### src/rtl/key_command_pkg.sv
// Shared game definitions: FSM state encodings and default timing values.
// Used by key_command, key_debounce and the rocket stage.
package key_command_pkg;

   localparam int unsigned DEBOUNCE_CYCLES_DEF = 500000;
   localparam int unsigned REPEAT_DELAY_DEF    = 15000000;
   localparam int unsigned REPEAT_PERIOD_DEF   = 5000000;

   typedef enum logic [2:0] {
      S_IDLE   = 3'd0,
      S_LEFT   = 3'd1,
      S_HOLD_L = 3'd2,
      S_RIGHT  = 3'd3,
      S_HOLD_R = 3'd4
   } state_t;

   // Bits needed to hold values 0..n.
   function automatic int unsigned cnt_w(input int unsigned n);
      return (n < 2) ? 1 : $clog2(n + 1);
   endfunction

   function automatic int unsigned max_u(input int unsigned a,
                                         input int unsigned b);
      return (a > b) ? a : b;
   endfunction

endpackage

### src/rtl/key_debounce.sv
// Push-button conditioner: 2-flop synchronizer, then a debouncer.
// Ports: clk, reset (sync, active-low), key_n (raw, 0 = pressed),
//        level (debounced, 1 = released), press (one cycle on 1->0).
module key_debounce
   import key_command_pkg::*;
#(
   parameter int unsigned DEBOUNCE_CYCLES = DEBOUNCE_CYCLES_DEF
) (
   input  logic clk,
   input  logic reset,
   input  logic key_n,
   output logic level,
   output logic press
);

   localparam int unsigned CW = cnt_w(DEBOUNCE_CYCLES);
   localparam logic [CW-1:0] CNT_LAST = CW'(DEBOUNCE_CYCLES - 1);

   logic          sync1;
   logic          sync2;
   logic [CW-1:0] cnt;

   // cnt holds how many consecutive synchronized samples have
   // disagreed with level; the D-th disagreeing sample flips it.
   always_ff @(posedge clk) begin
      if (!reset) begin
         sync1 <= 1'b1;
         sync2 <= 1'b1;
         level <= 1'b1;
         press <= 1'b0;
         cnt   <= '0;
      end else begin
         sync1 <= key_n;
         sync2 <= sync1;
         press <= 1'b0;
         if (sync2 == level) begin
            cnt <= '0;
         end else if (cnt == CNT_LAST) begin
            level <= sync2;
            press <= ~sync2;
            cnt   <= '0;
         end else begin
            cnt <= cnt + CW'(1);
         end
      end
   end

endmodule

### src/rtl/key_command.sv
// Turns left/right/start push-buttons into move commands and a start pulse.
// Ports: clk, reset (sync, active-low); key_left_n/key_right_n/key_start_n
//        raw buttons (0 = pressed); left_moved/right_moved acknowledges;
//        left/right move commands; start one-cycle pulse; busy (not idle).
// Macro KEY_COMMAND_AUTO_REPEAT_EN adds auto-repeat while a key is held.
module key_command
   import key_command_pkg::*;
#(
   parameter int unsigned DEBOUNCE_CYCLES = DEBOUNCE_CYCLES_DEF,
   parameter int unsigned REPEAT_DELAY    = REPEAT_DELAY_DEF,
   parameter int unsigned REPEAT_PERIOD   = REPEAT_PERIOD_DEF
) (
   input  logic clk,
   input  logic reset,
   input  logic key_left_n,
   input  logic key_right_n,
   input  logic key_start_n,
   input  logic left_moved,
   input  logic right_moved,
   output logic left,
   output logic right,
   output logic start,
   output logic busy
);

   if (DEBOUNCE_CYCLES == 0 || REPEAT_DELAY == 0 || REPEAT_PERIOD == 0)
   begin : g_bad_cfg
      $error("key_command: cycle parameters must be nonzero");
   end

   state_t state;
   state_t state_nxt;

   logic level_l, press_l;
   logic level_r, press_r;
   logic level_s, press_s;
   logic start_q;
   logic rpt_go_l;
   logic rpt_go_r;

   key_debounce #(.DEBOUNCE_CYCLES(DEBOUNCE_CYCLES)) u_left (
      .clk   (clk),
      .reset (reset),
      .key_n (key_left_n),
      .level (level_l),
      .press (press_l)
   );

   key_debounce #(.DEBOUNCE_CYCLES(DEBOUNCE_CYCLES)) u_right (
      .clk   (clk),
      .reset (reset),
      .key_n (key_right_n),
      .level (level_r),
      .press (press_r)
   );

   key_debounce #(.DEBOUNCE_CYCLES(DEBOUNCE_CYCLES)) u_start (
      .clk   (clk),
      .reset (reset),
      .key_n (key_start_n),
      .level (level_s),
      .press (press_s)
   );

   always_ff @(posedge clk) begin
      if (!reset) begin
         state   <= S_IDLE;
         start_q <= 1'b0;
      end else begin
         state   <= state_nxt;
         // press already implies a low level; the qualifier is redundant
         start_q <= press_s & ~level_s;
      end
   end

`ifdef KEY_COMMAND_AUTO_REPEAT_EN
   localparam int unsigned RW = cnt_w(max_u(REPEAT_DELAY, REPEAT_PERIOD));

   logic [RW-1:0] rpt_cnt;
   logic [RW-1:0] rpt_target;
   logic          rpt_first;
   logic          rpt_hit;
   logic          in_hold;

   assign in_hold    = (state == S_HOLD_L) || (state == S_HOLD_R);
   assign rpt_target = rpt_first ? RW'(REPEAT_DELAY) : RW'(REPEAT_PERIOD);
   assign rpt_hit    = (rpt_cnt == rpt_target);
   assign rpt_go_l   = rpt_hit && !left_moved;
   assign rpt_go_r   = rpt_hit && !right_moved;

   // Counter saturates at the target so a held-off repeat
   // fires as soon as the acknowledge drops.
   always_ff @(posedge clk) begin
      if (!reset) begin
         rpt_cnt   <= '0;
         rpt_first <= 1'b1;
      end else begin
         if (state_nxt inside {S_LEFT, S_RIGHT}) begin
            rpt_cnt <= '0;
         end else if (in_hold && !rpt_hit) begin
            rpt_cnt <= rpt_cnt + RW'(1);
         end
         if (state == S_IDLE) begin
            rpt_first <= 1'b1;
         end else if (in_hold && (state_nxt inside {S_LEFT, S_RIGHT})) begin
            rpt_first <= 1'b0;
         end
      end
   end
`else
   assign rpt_go_l = 1'b0;
   assign rpt_go_r = 1'b0;
`endif

   always_comb begin
      state_nxt = state;
      case (state)
         S_IDLE: begin
            if (press_l) begin
               state_nxt = S_LEFT;
            end else if (press_r) begin
               state_nxt = S_RIGHT;
            end
         end
         S_LEFT: begin
            if (left_moved) begin
               state_nxt = S_HOLD_L;
            end
         end
         S_HOLD_L: begin
            if (level_l) begin
               state_nxt = S_IDLE;
            end else if (rpt_go_l) begin
               state_nxt = S_LEFT;
            end
         end
         S_RIGHT: begin
            if (right_moved) begin
               state_nxt = S_HOLD_R;
            end
         end
         S_HOLD_R: begin
            if (level_r) begin
               state_nxt = S_IDLE;
            end else if (rpt_go_r) begin
               state_nxt = S_RIGHT;
            end
         end
         default: state_nxt = S_IDLE;
      endcase
   end

   assign left  = (state == S_LEFT) && !left_moved;
   assign right = (state == S_RIGHT) && !right_moved;
   assign start = start_q;
   assign busy  = (state != S_IDLE);

endmodule

### config.mk
export PLATFORM = sky130hd
export DESIGN_NAME = key_command
export DESIGN_NICKNAME = d
export VERILOG_FILES = /design/src/rtl/key_command_pkg.sv /design/src/rtl/key_debounce.sv /design/src/rtl/key_command.sv
export SDC_FILE = /design/constraint.sdc
export NUM_CORES = 1
export LEC_CHECK = 0
export CAP_MARGIN = 20
export CORE_MARGIN = 2
export CORE_UTILIZATION = 60
export DETAILED_ROUTE_END_ITERATION = 8
export PLACE_DENSITY_LB_ADDON = 0.08
export RECOVER_POWER = 25
export SLEW_MARGIN = 10
export SYNTH_ARGS = -nofsm -noshare
export SYNTH_HDL_FRONTEND = slang
export SYNTH_SLANG_ARGS = --single-unit
### constraint.sdc
create_clock -name clk -period 2.5 [get_ports clk]
set_input_delay 0.5 -clock clk [delete_from_list [all_inputs] [get_ports clk]]
set_output_delay 0.5 -clock clk [all_outputs]
set_load 0.02 [all_outputs]
==> results of run 1 <==
-- layer usage --
| metal | wire (µm) | vias to the layer above | part of all wire, % |
|---|---|---|---|
| met5 | 0 | - | 0 |
| met2 | 2828 | 44 | 47 |
| met4 | 44 | 0 | 0.74 |
| met3 | 231 | 4 | 3.9 |
| met1 | 2876 | 1212 | 48 |
| li1 | - | 1341 | - |
-- timing repair --
item | 4_1_cts | 5_1_grt
setup endpoints to repair | 0 | 1
gates resized for setup | 0 | 1
setup buffers | 0 | 0
hold endpoints to repair | 0 | 0
-- final cells by class --
cell class,count,area (µm²)
Sequential cell,73,1461
Timing Repair Buffer,16,140.1
Multi-Input combinational cell,273,1683
Clock inverter,6,137.6
Clock buffer,10,137.6
Tap cell,70,87.58
Inverter,13,48.80
Fill cell,403,1476
-- sequential cells by signal, summed over array words and instances, names as in the netlist, 3 cells and up --
register,count
state,3
u_start.cnt,19
u_right.cnt,19
u_left.cnt,19
-- worst paths after layout --
kind                                        to       startpoint  slack (ns)
worst max-delay path                     right      right_moved        0.07
worst min-delay path             u_right.sync2    u_right.sync1        0.41
worst max register to register  u_right.cnt[7]  u_right.cnt[12]        0.30
worst min register to register   u_right.sync2    u_right.sync1        0.41
-- logic make-up after synthesis --
| group | synth area share, % |
|---|---|
| compound gates | 6.209 |
| xor+xnor | 11.88 |
| fa+ha+maj | 1.157 |
| buf+inv | 3.085 |
| flops | 45.04 |
| mux | 0.6171 |
| simple gates | 32.01 |
-- power groups by stage --
stage,logic (mW),registers (mW),clock network [mW]
3_3_place_gp,0.0336,1.20,0
5_1_grt,0.0372,1.17,1.31
4_1_cts,0.0342,1.17,1.26
2_1_floorplan,0.0186,1.20,0
6_report,0.0323,1.17,1.23
3_5_place_dp,0.0338,1.20,0
-- synthesized netlist by cell type, drive strengths merged (2+ instances only) --
library cell	count	area (µm²)
nor4	15	100.1
and2	2	12.51
and4	6	53.80
o21ai	8	40.04
o211ai	2	28.78
nand4	20	125.1
nor4b	5	43.79
xor2	17	148.9
and3	3	18.77
dfxtp	73	1461
or3b	2	17.52
o21a	2	15.01
nor3	11	55.05
buf	2	20.01
ha	3	37.54
o31ai	3	22.52
a21oi	11	55.05
nor2	58	217.7
mux2i	2	20.02
nand2b	7	43.79
xnor2	27	236.5
or4b	3	30.03
nand3	22	110.1
or4	6	48.80
nand2	21	78.83
inv	13	48.80
or3	8	50.05
clkbuf	8	31.28
-- per-stage QoR --
step / power [mW] / hold WS, ns / instances
after detailed placement: 1.232 / 0.3962 / 445
after global routing: 2.518 / 0.4318 / 461
final: 2.430 / 0.4114 / 461
after CTS: 2.462 / 0.4178 / 461
after global placement: 1.232 / 0.3874 / 445
after floorplan: 1.216 / 0.3863 / 369
-- critical path: stages --
cell and delay [ns]:
clkdlybuf4s50_1 0.42, or3_1 0.37, inv_1 0.06, clkdlybuf4s50_1 0.59
==> out/metrics.json, run 1 <==
{
  "layout": {
    "final_common_cell": "dfxtp_1",
    "final_util_pct": 71.46,
    "antenna_diode_instance_count": 0,
    "layout-drive-gt1-share_pct": 7.417,
    "layout.cells.most_common_list": "dfxtp_1 (73), nor2_1 (58), xnor2_1 (27), nand3_1 (22), nand2_1 (21)",
    "area.growth.synth_to_final_pct": 13.92,
    "final_area_mm2": 0.003696,
    "finish.net_count": 396
  },
  "timing": {
    "timing.final.hold_violations": 0,
    "period_minus_slack_ns": 2.433,
    "post-route-worst-setup-slack_ns": 0.06663,
    "worst-slew-pin-transition_ns": 0.7575,
    "finalCritPeriodShare_pct": 97.33,
    "timing.max_slew.rel_slack_pct": 49.50,
    "slew_viol_final": 0,
    "setup_tns_ns": 0,
    "setup_viol_count_final": 0,
    "fin_worst_skew_ns": 0.005836,
    "timing.fmax_mhz": 411.0,
    "grt_setup_unrepaired": "false"
  },
  "synth": {
    "number_of_warnings_reported_in_the_yosys_synthesis_log": 0,
    "ys.flop_type": "dfxtp_1",
    "synthesis.nets": 379,
    "yosysSeqAreaShare_pct": 45.04,
    "synthesis.area_per_instance_um2": 8.792,
    "synth_edf_count": 0,
    "synthCells": 369,
    "asyncSetResetFlopFracSynth_pct": 0,
    "post_synth_num_cell_types": 44,
    "mappedNetlistArea_mm2": 0.003244,
    "postSynthRegisterBits": 73
  },
  "cts": {
    "hold_buffers": 0,
    "clk_slew_on_worst_s_h_paths_ns": 0.07,
    "cts_buffers": 9,
    "ctsLongestPathBuffers": 2,
    "tritoncts": "built",
    "cts_max_level": 3,
    "number_of_sinks_driven_by_the_clock_tree": 73,
    "cts.root.buffer_cell": "clkbuf_8",
    "clkLatencyLatePin_ns": 0.34
  },
  "grt": {
    "global_route_wire_length_before_repair_mm": 10.65,
    "grt_start_max_net_pins": 20,
    "grt_usage_pct": 22.03,
    "gr-usage-met2_pct": 35.39,
    "first_global_vias": 2409,
    "globalRoute.totalOverflow": 0,
    "gr-usage-met1_pct": 28.21,
    "global_route.peak_usage_layer": "met2",
    "antenna_found_initial": 0,
    "grt.met3_usage_pct": 7.791
  },
  "route": {
    "first_iter_violations": 110,
    "routed-via-count": 2601,
    "drtPass1Iterations": 4,
    "drc_errors": 0,
    "avgViaCountPerCell": 5.642,
    "route.final.wire_length_mm": 5.981,
    "drt.antenna.violating_nets": 0,
    "wl_per_cell_um": 12.97
  },
  "die": {
    "floorplan.io_pins": 11,
    "core_area_mm2": 0.005172,
    "die_area_mm2": 0.006012,
    "die_width_um": 77.54,
    "placement_rows": 26,
    "initial_cell_density_of_the_core_pct": 62.72,
    "die_h_um": 77.54
  },
  "power": {
    "clock_power_share_pct": 50.5,
    "netSwitchingFraction_pct": 18.56,
    "cell_internal_pwr_mw": 1.979,
    "cellPowerDensity_mw_per_mm2": 657.4,
    "max-vdd-ir-drop_mv": 0.4900,
    "p_seq_share_pct": 48.2,
    "combinationalPowerShare_pct": 1.3,
    "total_leakage_power_nw": 1.135,
    "p_sw_mw": 0.4510
  },
  "setup_path": {
    "r2r_cells": 4,
    "required_ns": 2.00,
    "worstSetupEndpointType": "primary output",
    "critical_path.startpoint_type": "input pin",
    "critical_path_peak_fanout": 2,
    "worst-endpoint-arrival_ns": 1.93,
    "criticalPathCategory": "input pin to primary output"
  },
  "placement": {
    "place_congestion": 0.8354,
    "post_dp_hpwl_mm": 4.128,
    "place_worst_setup_slack_ns": 0.02427,
    "io_buffers": 10,
    "postPlaceCellArea_mm2": 0.003426
  },
  "worst_hold_path": {
    "min_delay_path_depth": 1,
    "hold_class": "register to register"
  },
  "run": {
    "maxCapViolCount": 0
  },
  "run_status": {
    "run_status": "finished, final reports clean"
  }
}
Note: power is estimated with default switching activity, not from simulation.
==> run 2, diff against run 1 <==
--- a/config.mk
+++ b/config.mk
@@ -9,6 +9,7 @@
 export CORE_MARGIN = 2
 export CORE_UTILIZATION = 60
 export DETAILED_ROUTE_END_ITERATION = 8
+export HOLD_SLACK_MARGIN = 0.08
 export PLACE_DENSITY_LB_ADDON = 0.08
 export RECOVER_POWER = 25
 export SLEW_MARGIN = 10
==> results of run 2 <==
The final DEF is identical to that of run 1; final timing and power are the same.
==> run 3, diff against run 2 <==
--- a/config.mk
+++ b/config.mk
@@ -5,7 +5,6 @@
 export SDC_FILE = /design/constraint.sdc
 export NUM_CORES = 1
 export LEC_CHECK = 0
-export CAP_MARGIN = 20
 export CORE_MARGIN = 2
 export CORE_UTILIZATION = 60
 export DETAILED_ROUTE_END_ITERATION = 8
==> results of run 3 <==
The final DEF is identical to that of run 1; final timing and power are the same.
